==> src/rtl/mem_dbus_stage_pkg.sv <==
// Shared definitions for the MiniMIPS32 memory-access stage: aluop codes,
// exception codes, data-bus size encodings, FSM states and op decoding.
package mem_dbus_stage_pkg;

  localparam logic [7:0] ALUOP_LB  = 8'h90;
  localparam logic [7:0] ALUOP_LBU = 8'h91;
  localparam logic [7:0] ALUOP_LH  = 8'h92;
  localparam logic [7:0] ALUOP_LHU = 8'h93;
  localparam logic [7:0] ALUOP_LW  = 8'h94;
  localparam logic [7:0] ALUOP_SB  = 8'h98;
  localparam logic [7:0] ALUOP_SH  = 8'h99;
  localparam logic [7:0] ALUOP_SW  = 8'h9A;

  localparam logic [4:0] EXC_NONE = 5'h10;
  localparam logic [4:0] EXC_ADEL = 5'h04;
  localparam logic [4:0] EXC_ADES = 5'h05;

  typedef logic [1:0] dsize_t;
  localparam dsize_t SIZE_BYTE = 2'd0;
  localparam dsize_t SIZE_HALF = 2'd1;
  localparam dsize_t SIZE_WORD = 2'd2;

  typedef enum logic [2:0] {
    ST_IDLE  = 3'd0,
    ST_REQ   = 3'd1,
    ST_WAIT  = 3'd2,
    ST_DONE  = 3'd3,
    ST_DRAIN = 3'd4
  } dbus_state_e;

  typedef struct packed {
    logic   is_load;
    logic   is_store;
    logic   is_unsigned;
    dsize_t size;
  } op_dec_t;

  function automatic op_dec_t decode_aluop(input logic [7:0] op);
    op_dec_t d;
    d = '0;
    case (op)
      ALUOP_LB, ALUOP_LBU: begin
        d.is_load     = 1'b1;
        d.is_unsigned = (op == ALUOP_LBU);
        d.size        = SIZE_BYTE;
      end
      ALUOP_LH, ALUOP_LHU: begin
        d.is_load     = 1'b1;
        d.is_unsigned = (op == ALUOP_LHU);
        d.size        = SIZE_HALF;
      end
      ALUOP_LW: begin
        d.is_load = 1'b1;
        d.size    = SIZE_WORD;
      end
      ALUOP_SB: begin
        d.is_store = 1'b1;
        d.size     = SIZE_BYTE;
      end
      ALUOP_SH: begin
        d.is_store = 1'b1;
        d.size     = SIZE_HALF;
      end
      ALUOP_SW: begin
        d.is_store = 1'b1;
        d.size     = SIZE_WORD;
      end
      default: d = '0;
    endcase
    return d;
  endfunction

  function automatic logic addr_misaligned(input dsize_t size, input logic [1:0] lo);
    case (size)
      SIZE_HALF: return lo[0];
      SIZE_WORD: return (lo != 2'b00);
      default:   return 1'b0;
    endcase
  endfunction

  // Replicate the store value across every lane so the slave can pick by address.
  function automatic logic [31:0] store_lanes(input dsize_t size, input logic [31:0] din);
    case (size)
      SIZE_BYTE: return {4{din[7:0]}};
      SIZE_HALF: return {2{din[15:0]}};
      default:   return din;
    endcase
  endfunction

endpackage

==> src/rtl/mem_dbus_stage_if.sv <==
// SRAM-like data bus between the memory-access stage (master) and the
// data memory / bridge (slave).
interface mem_dbus_stage_if
  import mem_dbus_stage_pkg::*;
#(
  parameter int ADDR_W = 32,
  parameter int DATA_W = 32
) ();

  logic              data_req;
  logic              data_wr;
  dsize_t            data_size;
  logic [ADDR_W-1:0] data_addr;
  logic [DATA_W-1:0] data_wdata;
  logic              data_addr_ok;
  logic              data_data_ok;
  logic [DATA_W-1:0] data_rdata;

  modport master (
    output data_req, data_wr, data_size, data_addr, data_wdata,
    input  data_addr_ok, data_data_ok, data_rdata
  );

  modport slave (
    input  data_req, data_wr, data_size, data_addr, data_wdata,
    output data_addr_ok, data_data_ok, data_rdata
  );

endinterface

==> src/rtl/mem_dbus_stage_load_align_ext.sv <==
// Selects the addressed byte/half of a loaded word and sign- or zero-extends it.
module load_align_ext
  import mem_dbus_stage_pkg::*;
#(
  parameter int DATA_W = 32
) (
  input  logic [DATA_W-1:0] i_word,
  input  logic [1:0]        i_addr_lo,
  input  dsize_t            i_size,
  input  logic              i_unsigned,
  output logic [DATA_W-1:0] o_data
);

  logic signed [7:0]  w_byte;
  logic signed [15:0] w_half;

  always_comb begin
    case (i_addr_lo)
      2'd0:    w_byte = i_word[7:0];
      2'd1:    w_byte = i_word[15:8];
      2'd2:    w_byte = i_word[23:16];
      default: w_byte = i_word[31:24];
    endcase
    w_half = i_addr_lo[1] ? i_word[31:16] : i_word[15:0];

    case (i_size)
      SIZE_BYTE: o_data = i_unsigned ? {{(DATA_W-8){1'b0}}, w_byte}
                                     : {{(DATA_W-8){w_byte[7]}}, w_byte};
      SIZE_HALF: o_data = i_unsigned ? {{(DATA_W-16){1'b0}}, w_half}
                                     : {{(DATA_W-16){w_half[15]}}, w_half};
      default:   o_data = i_word;
    endcase
  end

endmodule

==> src/rtl/mem_dbus_stage.sv <==
// MiniMIPS32 memory-access stage: runs loads/stores over the SRAM-like data bus,
// checks alignment, and feeds the MEM/WB register.
module mem_dbus_stage
  import mem_dbus_stage_pkg::*;
#(
  parameter int ADDR_W = 32,
  parameter int DATA_W = 32
) (
  input  logic        cpu_clk_50M,
  input  logic        cpu_rst,
  input  logic [7:0]  mem_aluop,
  input  logic [4:0]  mem_wa,
  input  logic        mem_wreg,
  input  logic [31:0] mem_wd,
  input  logic        mem_mreg,
  input  logic [31:0] mem_din,
  input  logic [4:0]  mem_exccode,
  input  logic        flush,
  input  logic        stall_hold,
  mem_dbus_stage_if.master dbus,
  output logic        stallreq_mem,
  output logic [4:0]  wb_wa,
  output logic        wb_wreg,
  output logic [31:0] wb_wd,
  output logic [4:0]  wb_exccode,
  output logic [31:0] wb_badvaddr
);

  op_dec_t           w_dec;
  logic              w_memop;
  logic              w_misalign;
  logic              w_access;
  logic [DATA_W-1:0] w_wdata;
  logic [DATA_W-1:0] w_load_data;
  logic              w_in_req;

  dbus_state_e       r_state;
  logic [DATA_W-1:0] r_rdata_q;
  logic              r_flush_seen;
  logic [ADDR_W-1:0] r_req_addr;
  dsize_t            r_req_size;
  logic [DATA_W-1:0] r_req_wdata;
  logic              r_req_wr;

  always_comb begin
    w_dec      = decode_aluop(mem_aluop);
    w_memop    = w_dec.is_load | w_dec.is_store;
    w_misalign = w_memop & addr_misaligned(w_dec.size, mem_wd[1:0]);
    w_access   = w_memop & (mem_exccode == EXC_NONE) & ~w_misalign & ~flush;
    w_wdata    = store_lanes(w_dec.size, mem_din);
    w_in_req   = (r_state == ST_REQ);
  end

  load_align_ext #(
    .DATA_W(DATA_W)
  ) u_load_align_ext (
    .i_word    (r_rdata_q),
    .i_addr_lo (mem_wd[1:0]),
    .i_size    (w_dec.size),
    .i_unsigned(w_dec.is_unsigned),
    .o_data    (w_load_data)
  );

  // Request fields are captured at issue so a flush that clears EXE/MEM
  // cannot disturb a request the slave has not yet accepted.
  always_ff @(posedge cpu_clk_50M or posedge cpu_rst) begin
    if (cpu_rst) begin
      r_state      <= ST_IDLE;
      r_rdata_q    <= '0;
      r_flush_seen <= 1'b0;
      r_req_addr   <= '0;
      r_req_size   <= SIZE_BYTE;
      r_req_wdata  <= '0;
      r_req_wr     <= 1'b0;
    end else begin
      case (r_state)
        ST_IDLE: begin
          if (w_access) begin
            r_req_addr   <= mem_wd[ADDR_W-1:0];
            r_req_size   <= w_dec.size;
            r_req_wdata  <= w_wdata;
            r_req_wr     <= w_dec.is_store;
            r_flush_seen <= 1'b0;
            r_state      <= dbus.data_addr_ok ? ST_WAIT : ST_REQ;
          end
        end
        ST_REQ: begin
          if (dbus.data_addr_ok) begin
            r_state      <= (r_flush_seen | flush) ? ST_DRAIN : ST_WAIT;
            r_flush_seen <= 1'b0;
          end else if (flush) begin
            r_flush_seen <= 1'b1;
          end
        end
        ST_WAIT: begin
          if (dbus.data_data_ok) begin
            if (flush) begin
              r_state <= ST_IDLE;
            end else begin
              r_state   <= ST_DONE;
              r_rdata_q <= dbus.data_rdata;
            end
          end else if (flush) begin
            r_state <= ST_DRAIN;
          end
        end
        ST_DONE: begin
          if (!stall_hold || flush) r_state <= ST_IDLE;
        end
        ST_DRAIN: begin
          if (dbus.data_data_ok) r_state <= ST_IDLE;
        end
        default: r_state <= ST_IDLE;
      endcase
    end
  end

  // Outputs are forced to their idle values while reset is held.
  always_comb begin
    dbus.data_req   = 1'b0;
    dbus.data_wr    = 1'b0;
    dbus.data_size  = SIZE_BYTE;
    dbus.data_addr  = '0;
    dbus.data_wdata = '0;
    stallreq_mem    = 1'b0;
    wb_wa           = '0;
    wb_wreg         = 1'b0;
    wb_wd           = '0;
    wb_exccode      = EXC_NONE;
    wb_badvaddr     = '0;
    if (!cpu_rst) begin
      dbus.data_req   = ((r_state == ST_IDLE) & w_access) | w_in_req;
      dbus.data_wr    = w_in_req ? r_req_wr    : w_dec.is_store;
      dbus.data_size  = w_in_req ? r_req_size  : w_dec.size;
      dbus.data_addr  = w_in_req ? r_req_addr  : mem_wd[ADDR_W-1:0];
      dbus.data_wdata = w_in_req ? r_req_wdata : w_wdata;

      stallreq_mem = ((r_state == ST_IDLE) & w_access) | w_in_req |
                     (r_state == ST_WAIT) | ((r_state == ST_DRAIN) & w_access);

      wb_wa       = mem_wa;
      wb_wreg     = mem_wreg & ~w_misalign & ~flush;
      wb_wd       = mem_mreg ? w_load_data : mem_wd;
      wb_exccode  = w_misalign ? (w_dec.is_load ? EXC_ADEL : EXC_ADES) : mem_exccode;
      wb_badvaddr = w_misalign ? mem_wd : 32'h0;
    end
  end

endmodule

==> src/flat_wrapper.sv <==
// flat-port wrapper written by rule: the top's interface ports become plain ports
module mem_dbus_stage_flat import mem_dbus_stage_pkg::*;
#(
  parameter int ADDR_W = 32,
  parameter int DATA_W = 32
)
  (cpu_clk_50M, cpu_rst, mem_aluop, mem_wa, mem_wreg, mem_wd, mem_mreg, mem_din, mem_exccode, flush, stall_hold, stallreq_mem, wb_wa, wb_wreg, wb_wd, wb_exccode, wb_badvaddr, dbus_data_req, dbus_data_wr, dbus_data_size, dbus_data_addr, dbus_data_wdata, dbus_data_addr_ok, dbus_data_data_ok, dbus_data_rdata);
  mem_dbus_stage_if #(.ADDR_W(ADDR_W), .DATA_W(DATA_W)) dbus_i ();
  input  logic cpu_clk_50M;
  input  logic cpu_rst;
  input  logic [7:0] mem_aluop;
  input  logic [4:0] mem_wa;
  input  logic mem_wreg;
  input  logic [31:0] mem_wd;
  input  logic mem_mreg;
  input  logic [31:0] mem_din;
  input  logic [4:0] mem_exccode;
  input  logic flush;
  input  logic stall_hold;
  output logic stallreq_mem;
  output logic [4:0] wb_wa;
  output logic wb_wreg;
  output logic [31:0] wb_wd;
  output logic [4:0] wb_exccode;
  output logic [31:0] wb_badvaddr;
  output wire logic [$bits(dbus_i.data_req)-1:0] dbus_data_req;
  output wire logic [$bits(dbus_i.data_wr)-1:0] dbus_data_wr;
  output wire logic [$bits(dbus_i.data_size)-1:0] dbus_data_size;
  output wire logic [$bits(dbus_i.data_addr)-1:0] dbus_data_addr;
  output wire logic [$bits(dbus_i.data_wdata)-1:0] dbus_data_wdata;
  input wire logic [$bits(dbus_i.data_addr_ok)-1:0] dbus_data_addr_ok;
  input wire logic [$bits(dbus_i.data_data_ok)-1:0] dbus_data_data_ok;
  input wire logic [$bits(dbus_i.data_rdata)-1:0] dbus_data_rdata;
  assign dbus_data_req = dbus_i.data_req;
  assign dbus_data_wr = dbus_i.data_wr;
  assign dbus_data_size = dbus_i.data_size;
  assign dbus_data_addr = dbus_i.data_addr;
  assign dbus_data_wdata = dbus_i.data_wdata;
  assign dbus_i.data_addr_ok = dbus_data_addr_ok;
  assign dbus_i.data_data_ok = dbus_data_data_ok;
  assign dbus_i.data_rdata = dbus_data_rdata;
  mem_dbus_stage #(.ADDR_W(ADDR_W), .DATA_W(DATA_W)) u_core (.cpu_clk_50M(cpu_clk_50M), .cpu_rst(cpu_rst), .mem_aluop(mem_aluop), .mem_wa(mem_wa), .mem_wreg(mem_wreg), .mem_wd(mem_wd), .mem_mreg(mem_mreg), .mem_din(mem_din), .mem_exccode(mem_exccode), .flush(flush), .stall_hold(stall_hold), .dbus(dbus_i), .stallreq_mem(stallreq_mem), .wb_wa(wb_wa), .wb_wreg(wb_wreg), .wb_wd(wb_wd), .wb_exccode(wb_exccode), .wb_badvaddr(wb_badvaddr));
endmodule
==> config.mk <==
export PLATFORM = sky130hd
export DESIGN_NAME = mem_dbus_stage_flat
export DESIGN_NICKNAME = d
export VERILOG_FILES = /design/src/rtl/mem_dbus_stage_pkg.sv /design/src/rtl/mem_dbus_stage_if.sv /design/src/rtl/mem_dbus_stage_load_align_ext.sv /design/src/rtl/mem_dbus_stage.sv /design/src/flat_wrapper.sv
export SDC_FILE = /design/constraint.sdc
export NUM_CORES = 1
export LEC_CHECK = 0
export BUFFER_PORTS_ARGS = -buffer_cell sky130_fd_sc_hd__buf_2
export CORE_UTILIZATION = 40
export DETAILED_ROUTE_END_ITERATION = 8
export GPL_TIMING_DRIVEN = 0
export PLACE_DENSITY = 0.67
export SLEW_MARGIN = 20
export SYNTH_ARGS = -nofsm -noshare
export SYNTH_HDL_FRONTEND = slang
export SYNTH_HIERARCHICAL = 1
export SYNTH_SLANG_ARGS = --single-unit
==> constraint.sdc <==
create_clock -name cpu_clk_50M -period 5.88 [get_ports cpu_clk_50M]
set_input_delay 0.588 -clock cpu_clk_50M [delete_from_list [all_inputs] [get_ports cpu_clk_50M]]
set_output_delay 0.588 -clock cpu_clk_50M [all_outputs]
set_load 0.005 [all_outputs]
==> results of run 1 <==
-- per-stage QoR --
step           utilization  cells  TNS, ns
2_1_floorplan            -    829        0
3_3_place_gp         0.499   1321  -130.51
3_5_place_dp         0.502   1323        0
4_1_cts              0.520   1339        0
5_1_grt              0.520   1340        0
6_report             0.520   1340        0
-- how the worst max path moves through the flow --
stage	from	endpoint	slack [ns]	cells past startpoint
2_1_floorplan	cpu_rst	stallreq_mem	0.80	4
6_report	mem_aluop[2]	wb_wd[7]	1.47	15
5_1_grt	mem_aluop[2]	wb_wd[7]	1.37	15
3_3_place_gp	cpu_rst	u_core/r_rdata_q[8]$_DFFE_PP0P_	-1.18	3
3_5_place_dp	mem_aluop[2]	wb_wd[7]	1.57	15
4_1_cts	mem_aluop[2]	wb_wd[7]	1.54	15
-- synth_stat cells, types with 11 or more instances --
library cell / n / area share
clkbuf_1: 48 / 0.024
inv_1: 23 / 0.012
nor2_1: 73 / 0.037
nand2b_1: 11 / 0.0093
mux2_4: 14 / 0.028
and3_1: 33 / 0.028
nand2_1: 125 / 0.063
a21oi_1: 60 / 0.040
mux2i_1: 73 / 0.098
dfrtp_1: 103 / 0.35
mux2_2: 79 / 0.12
a211oi_1: 17 / 0.017
buf_2: 14 / 0.0094
nor2b_1: 16 / 0.013
-- cell type report --
| class | count | share of cell area |
|---|---|---|
| Antenna cell | 1 | 0.000266 |
| Sequential cell | 103 | 0.274 |
| Buffer | 75 | 0.0382 |
| Inverter | 25 | 0.00998 |
| Clock inverter | 7 | 0.00958 |
| Multi-Input combinational cell | 626 | 0.468 |
| Clock buffer | 9 | 0.0240 |
| Timing Repair Buffer | 265 | 0.145 |
| Tap cell | 229 | 0.0305 |
-- power groups by stage --
stage	Combinational [W]	Sequential, W	Clock, W
2_1_floorplan	0.000650	0.000927	0
3_3_place_gp	0.000980	0.000989	0
3_5_place_dp	0.000995	0.000989	0
4_1_cts	0.00100	0.000975	0.000663
5_1_grt	0.00109	0.00100	0.000691
6_report	0.00101	0.000983	0.000649
-- sequential cells by signal, summed over array words and instances (netlist names) --
signal               cells
u_core/r_flush_seen      1
u_core/r_rdata_q        32
u_core/r_req_addr       32
u_core/r_req_size        2
u_core/r_req_wdata      32
u_core/r_req_wr          1
u_core/r_state           3
-- cells by family after synthesis --
family                 Yosys count
multiplexers                   166
AND/OR/NAND/NOR                290
buffers and inverters          100
AO/OA/AOI/OAI                  170
flip-flops                     103
-- metal layers --
layer | global-route usage | part of all wire | vias to the layer above
met1 | 0.361 | 0.44 | 3564
met4 | 0.102 | 0.027 | 0
met5 | 0 | 0 | -
li1 | - | - | 3488
met3 | 0.0492 | 0.060 | 40
met2 | 0.445 | 0.47 | 286
-- worst max-delay path, cell delays in order --
cell	delay, ns
buf_2	0.10
buf_2	0.19
or3b_2	0.45
buf_2	0.20
a211oi_2	0.36
buf_4	0.29
buf_6	0.17
nor2b_1	0.05
buf_2	0.17
a32oi_2	0.39
buf_4	0.28
o211ai_1	0.14
mux2i_1	0.16
nor2_1	0.09
buf_2	0.16
==> metrics.csv, run 1 <==
metric;value;unit
status;complete, but fails checks;
failing checks;design-rule violations;
Internal Power;0.00163;W
Detail Placement HPWL;20.2;mm
Synth cell types;56;
CP Data Arrival Time;3.82;ns
Syn Nets;951;
Final setup viols;0;
Congestion Overflow GR;0;
vias in the first global route;7078;
commonest non-fill, non-tap cell in the layout;buf_2;
maximum vdd drop;0.181;mV
ys async rst share;1.00;
mux share of post-synthesis cell area;0.246;
minimum clock period;4.41;ns
first-pass GRT wire length;40.2;mm
DRC Markers;16;
clock root buffer;clkbuf_16;
Post-Synth Adder-Cell Area;0;
Final Hold Fails;0;
RR Endpoint;u_core/r_rdata_q[23]$_DFFE_PP0P_;
1st-iter DRT viols;601;
Tot Pwr;0.00264;W
Seq. cell area;0.00258;mm^2
clock buffer depth;2;
Die Height;138;um
Avg WL per Cell;19.7;um
Synth Area in Simple Gates;0.182;
Leak;5.07;nW
area grow syn2layout;26.5;%
most frequent cells in the layout;buf_2 (277), nand2_1 (125), dfrtp_1 (103), mux2_2 (79);
DP Worst Slack;1.57;ns
FILL cells;1712;
Clock Skew;0.0134;ns
top-level I/O count;266;
hold endpoint;u_core/r_rdata_q[22]$_DFFE_PP0P_;
Final Cycle Share;0.750;
Routed Antenna Nets;0;
Post-Syn Instances;829;
Worst-path clk slew;0.08;ns
RSZ-0062 raised after global routing;no;
vias;7378;
EDFF count, synth;0;
r2r setup slk;3.69;ns
endpoint class of the critical path;output pin;
hold_buf cts;0;
post-route cell area;0.00940;mm^2
clock power share;0.246;
Register-to-Register Path Depth;4;
sequential share of power;0.372;
initial antenna violation count;1;
Setup WS post-layout;1.47;ns
hold path startpoint;dbus_data_rdata[22];
# resized after CTS;0;
HP Class;in -> reg;
CTS tree;done;
FP Rows;49;
fraction of layout cells with a size suffix above 1;0.379;
Hold Slack;0.441;ns
# clock sinks;103;
worst hold stages;2;
main combinational cell family by area after synthesis;multiplexers;
flops & latches, synth;103;
Pre-Repair DR Iteration Count;7;
worst slew pin tran;0.817;ns
switching power;0.00101;W
Synth Area in Compound Gates;0.164;
Post-CTS Setup Bufs;0;
Worst slew margin;0.448;
post-synthesis cell area;0.00743;mm^2
WL final;26.4;mm
sequential area share after synthesis;0.347;
startpoint class of the critical path;input pin;
Crit Path Class;in -> out;
number of buffers created by CTS;9;
die footprint;0.0191;mm^2
XOR/XNOR share of the synthesized area;0;
Avg Vias per Cell;5.51;
crit path max fanout;10;
IO buf count;263;
Tot GR Track Use;0.273;
Comb pwr share;0.382;
Multi-input gate area;0.00440;mm^2
core footprint;0.0181;mm^2
Initial Utilization;0.411;
Post-DP Area;0.00908;mm^2
Placer Congestion;0.912;
FF-to-FF Start;u_core/r_state[2]$_DFFE_PP0P_;
pwr dens;281;mW/mm^2
fmax;227;MHz
final net count;1227;
Syn. warnings;6;
max_cap viols;0;
H-Tree Depth;3;
pin count of the biggest net entering global routing;54;
mean post-synth cell area;8.96;um^2
Skew-Pair Late Insertion Delay;0.37;ns
Sw Share;0.382;
Die W;138;um
required time of the critical path;5.29;ns
Max Slew Vio Count;0;
Top FF cell, synth;dfrtp_1;
Power figures use the tool's default switching activity.
==> run 2: changes to the inputs <==
--- a/config.mk
+++ b/config.mk
@@ -5,11 +5,12 @@
 export SDC_FILE = /design/constraint.sdc
 export NUM_CORES = 1
 export LEC_CHECK = 0
+export ABC_AREA = 1
 export BUFFER_PORTS_ARGS = -buffer_cell sky130_fd_sc_hd__buf_2
 export CORE_UTILIZATION = 40
 export DETAILED_ROUTE_END_ITERATION = 8
 export GPL_TIMING_DRIVEN = 0
-export PLACE_DENSITY = 0.67
+export PLACE_DENSITY = 0.7
 export SLEW_MARGIN = 20
 export SYNTH_ARGS = -nofsm -noshare
 export SYNTH_HDL_FRONTEND = slang
==> constraint.sdc (replaced) <==
create_clock -name cpu_clk_50M -period 4 [get_ports cpu_clk_50M]
set_input_delay 0.4 -clock cpu_clk_50M [delete_from_list [all_inputs] [get_ports cpu_clk_50M]]
set_output_delay 0.4 -clock cpu_clk_50M [all_outputs]
set_load 0.005 [all_outputs]
==> run 2 against run 1 <==
Compared with the run above: the run now ends clean; first-iteration DRC count up 25%; worst hold slack worse by 0.16 ns; non-clock buffer count down 10; clock power up 30%; final area down 3.5%; routed wire length down 1.6%; critical path depth up 3; clock skew down 0.0066 ns; combinational power up 65%.
==> metrics.csv, run 2 <==
metric;value;unit
status;complete, no violations;
crit-path max cell delay;0.35;ns
Critical-path top delay cell;clkinv_1;
Post-Syn Instances;973;
Worst slew margin;0.563;
critical path depth in cells;18;
pin count of the biggest net entering global routing;83;
RSZ-0062 raised after global routing;no;
Top FF cell, synth;dfrtp_1;
Routed Antenna Nets;0;
Skew-Pair Late Insertion Delay;0.35;ns
worst path cell trace;buf_2, nand2_1, inv_1, nand2_1, inv_1, nand2_1, buf_2, clkinv_1, buf_6, inv_2, nand2_1, inv_4, nand4_4, buf_6, nand3_2, o21ai_0, a21oi_1, buf_2;
Avg WL per Cell;17.6;um
maximum vdd drop;0.275;mV
Detail Placement HPWL;20.4;mm
initial antenna violation count;0;
die footprint;0.0184;mm^2
Die Height;136;um
Final Hold Fails;0;
endpoint class of the critical path;output pin;
HP Class;in -> reg;
DRC Markers;0;
Tot GR Track Use;0.282;
Synth cell types;34;
Multi-input gate area;0.00377;mm^2
Die W;136;um
Syn. warnings;6;
Seq. cell area;0.00258;mm^2
Max Slew Vio Count;0;
final net count;1371;
top cell family by delay on the critical path;buffers and inverters;
setup TNS;0;ns
# clock sinks;103;
Final setup viols;0;
FILL cells;1790;
# resized after CTS;0;
area grow syn2layout;26.9;%
synth top area cells;dfrtp_1 (36%), nand2_1 (13%), o21ai_0 (7.4%);
hold_buf cts;0;
post-synthesis cell area;0.00715;mm^2
core footprint;0.0174;mm^2
r2r setup slk;2.18;ns
number of buffers created by CTS;9;
fmax;286;MHz
Congestion Overflow GR;0;
startpoint class of the critical path;input pin;
Final Cycle Share;0.875;
EDFF count, synth;0;
Crit Path Class;in -> out;
Avg Vias per Cell;5.28;
mean post-synth cell area;7.35;um^2
crit path max fanout;10;
sequential area share after synthesis;0.361;
Pre-Repair DR Iteration Count;5;
Crit path top cell by count;nand2_1;
H-Tree Depth;3;
Initial Utilization;0.412;
largest registers;u_core/r_rdata_q: 32 flops, u_core/r_req_addr: 32 flops, u_core/r_req_wdata: 32 flops;
commonest non-fill, non-tap cell in the layout;buf_2;
WL final;26.0;mm
Register-to-Register Path Depth;8;
worst hold stages;2;
1st-iter DRT viols;750;
FP Rows;48;
worst slew pin tran;0.655;ns
CTS tree;done;
top-level I/O count;266;
Post-CTS Setup Bufs;0;
leading cell type by number of instances after synthesis;nand2_1;
IO buf count;264;
critical path buffer and inverter count;10;
Placer Congestion;0.934;
flops & latches, synth;103;
Clock Skew;0.00681;ns
Synth area leader;dfrtp_1;
ys async rst share;1.00;
required time of the critical path;3.60;ns
clock buffer depth;2;
CP Data Arrival Time;3.10;ns
Leak;5.10;nW
Synth top area share;0.361;
most frequent cells after synthesis;nand2_1 (256), o21ai_0 (105), dfrtp_1 (103);
Hold Slack;0.281;ns
Worst-path clk slew;0.07;ns
vias in the first global route;7106;
clock root buffer;clkbuf_16;
pwr dens;435;mW/mm^2
most frequent cells in the layout;buf_2 (270), nand2_1 (256), o21ai_0 (105), dfrtp_1 (103), inv_1 (98);
vias;7805;
fraction of layout cells with a size suffix above 1;0.339;
Syn Nets;1095;
minimum clock period;3.50;ns
Ant. Diodes;0;
first-pass GRT wire length;39.3;mm
max_cap viols;0;
==> run 2: cell count changes in the layout (fill, tap and decap cells not counted), sizes merged, moves of 10 or more <==
cell,before,now
nand3,0,65
o21ai,7,157
mux2,93,32
o21bai,0,17
mux2i,73,0
o2bb2ai,10,0
nand2b,11,0
nor2b,16,0
a21oi,60,84
nor2,73,59
nand2,125,260
and3,34,0
inv,26,103
a211oi,18,0
==> run 2: power breakdown <==
part / switching, W / internal (W) / leakage, nW
logic: 0.00101 / 0.000667 / 3.58
registers: 0.000204 / 0.00123 / 1.39
clock network: 0.000402 / 0.000442 / 0.132
==> run 2: layer usage <==
layer / global-route usage / routed length, um / vias up
met3: 0.0333 / 1640 / 40
met2: 0.439 / 12000 / 345
met1: 0.400 / 11800 / 3665
li1: - / - / 3755
met5: 0 / 0 / -
met4: 0.0986 / 600 / 0
==> run 2: cells by family after synthesis <==
family | Yosys count | synth area share
mux | 32 | 0.0504
flops | 103 | 0.361
simple gates | 391 | 0.243
buf+inv | 171 | 0.113
compound gates | 276 | 0.233
==> run 2: area by class of cell <==
| class | count | share of cell area |
|---|---|---|
| multi-input combinational | 699 | 0.415 |
| sequential | 103 | 0.284 |
| timing repair buffer | 265 | 0.149 |
| buffer | 65 | 0.0457 |
| inverter | 106 | 0.0442 |
| tap | 225 | 0.0310 |
| clock buffer | 10 | 0.0264 |
| clock inverter | 5 | 0.00455 |
==> run 2: through the flow <==
stage	instances	setup WS (ns)	power [W]	util	instance area, um^2
global route	1478	0.363	0.00420	0.522	9070
floorplan	973	0.777	0.00239	-	7150
global placement	1462	-0.431	0.00306	0.504	8750
CTS	1478	0.550	0.00395	0.522	9070
finish	1478	0.499	0.00395	0.522	9070
detailed placement	1463	0.556	0.00310	0.506	8790
==> run 2: final timing paths <==
path	startpoint	endpoint
max in group asynchronous	cpu_rst	u_core/r_rdata_q[12]$_DFFE_PP0P_
max	mem_aluop[7]	wb_wd[31]
min	dbus_data_rdata[27]	u_core/r_rdata_q[27]$_DFFE_PP0P_
min reg2reg	u_core/r_req_wdata[12]$_DFFE_PP0P_	u_core/r_req_wdata[12]$_DFFE_PP0P_
min in group asynchronous	cpu_rst	u_core/r_req_wdata[11]$_DFFE_PP0P_
max reg2reg	u_core/r_state[0]$_DFFE_PP0P_	u_core/r_req_wr$_DFFE_PP0P_
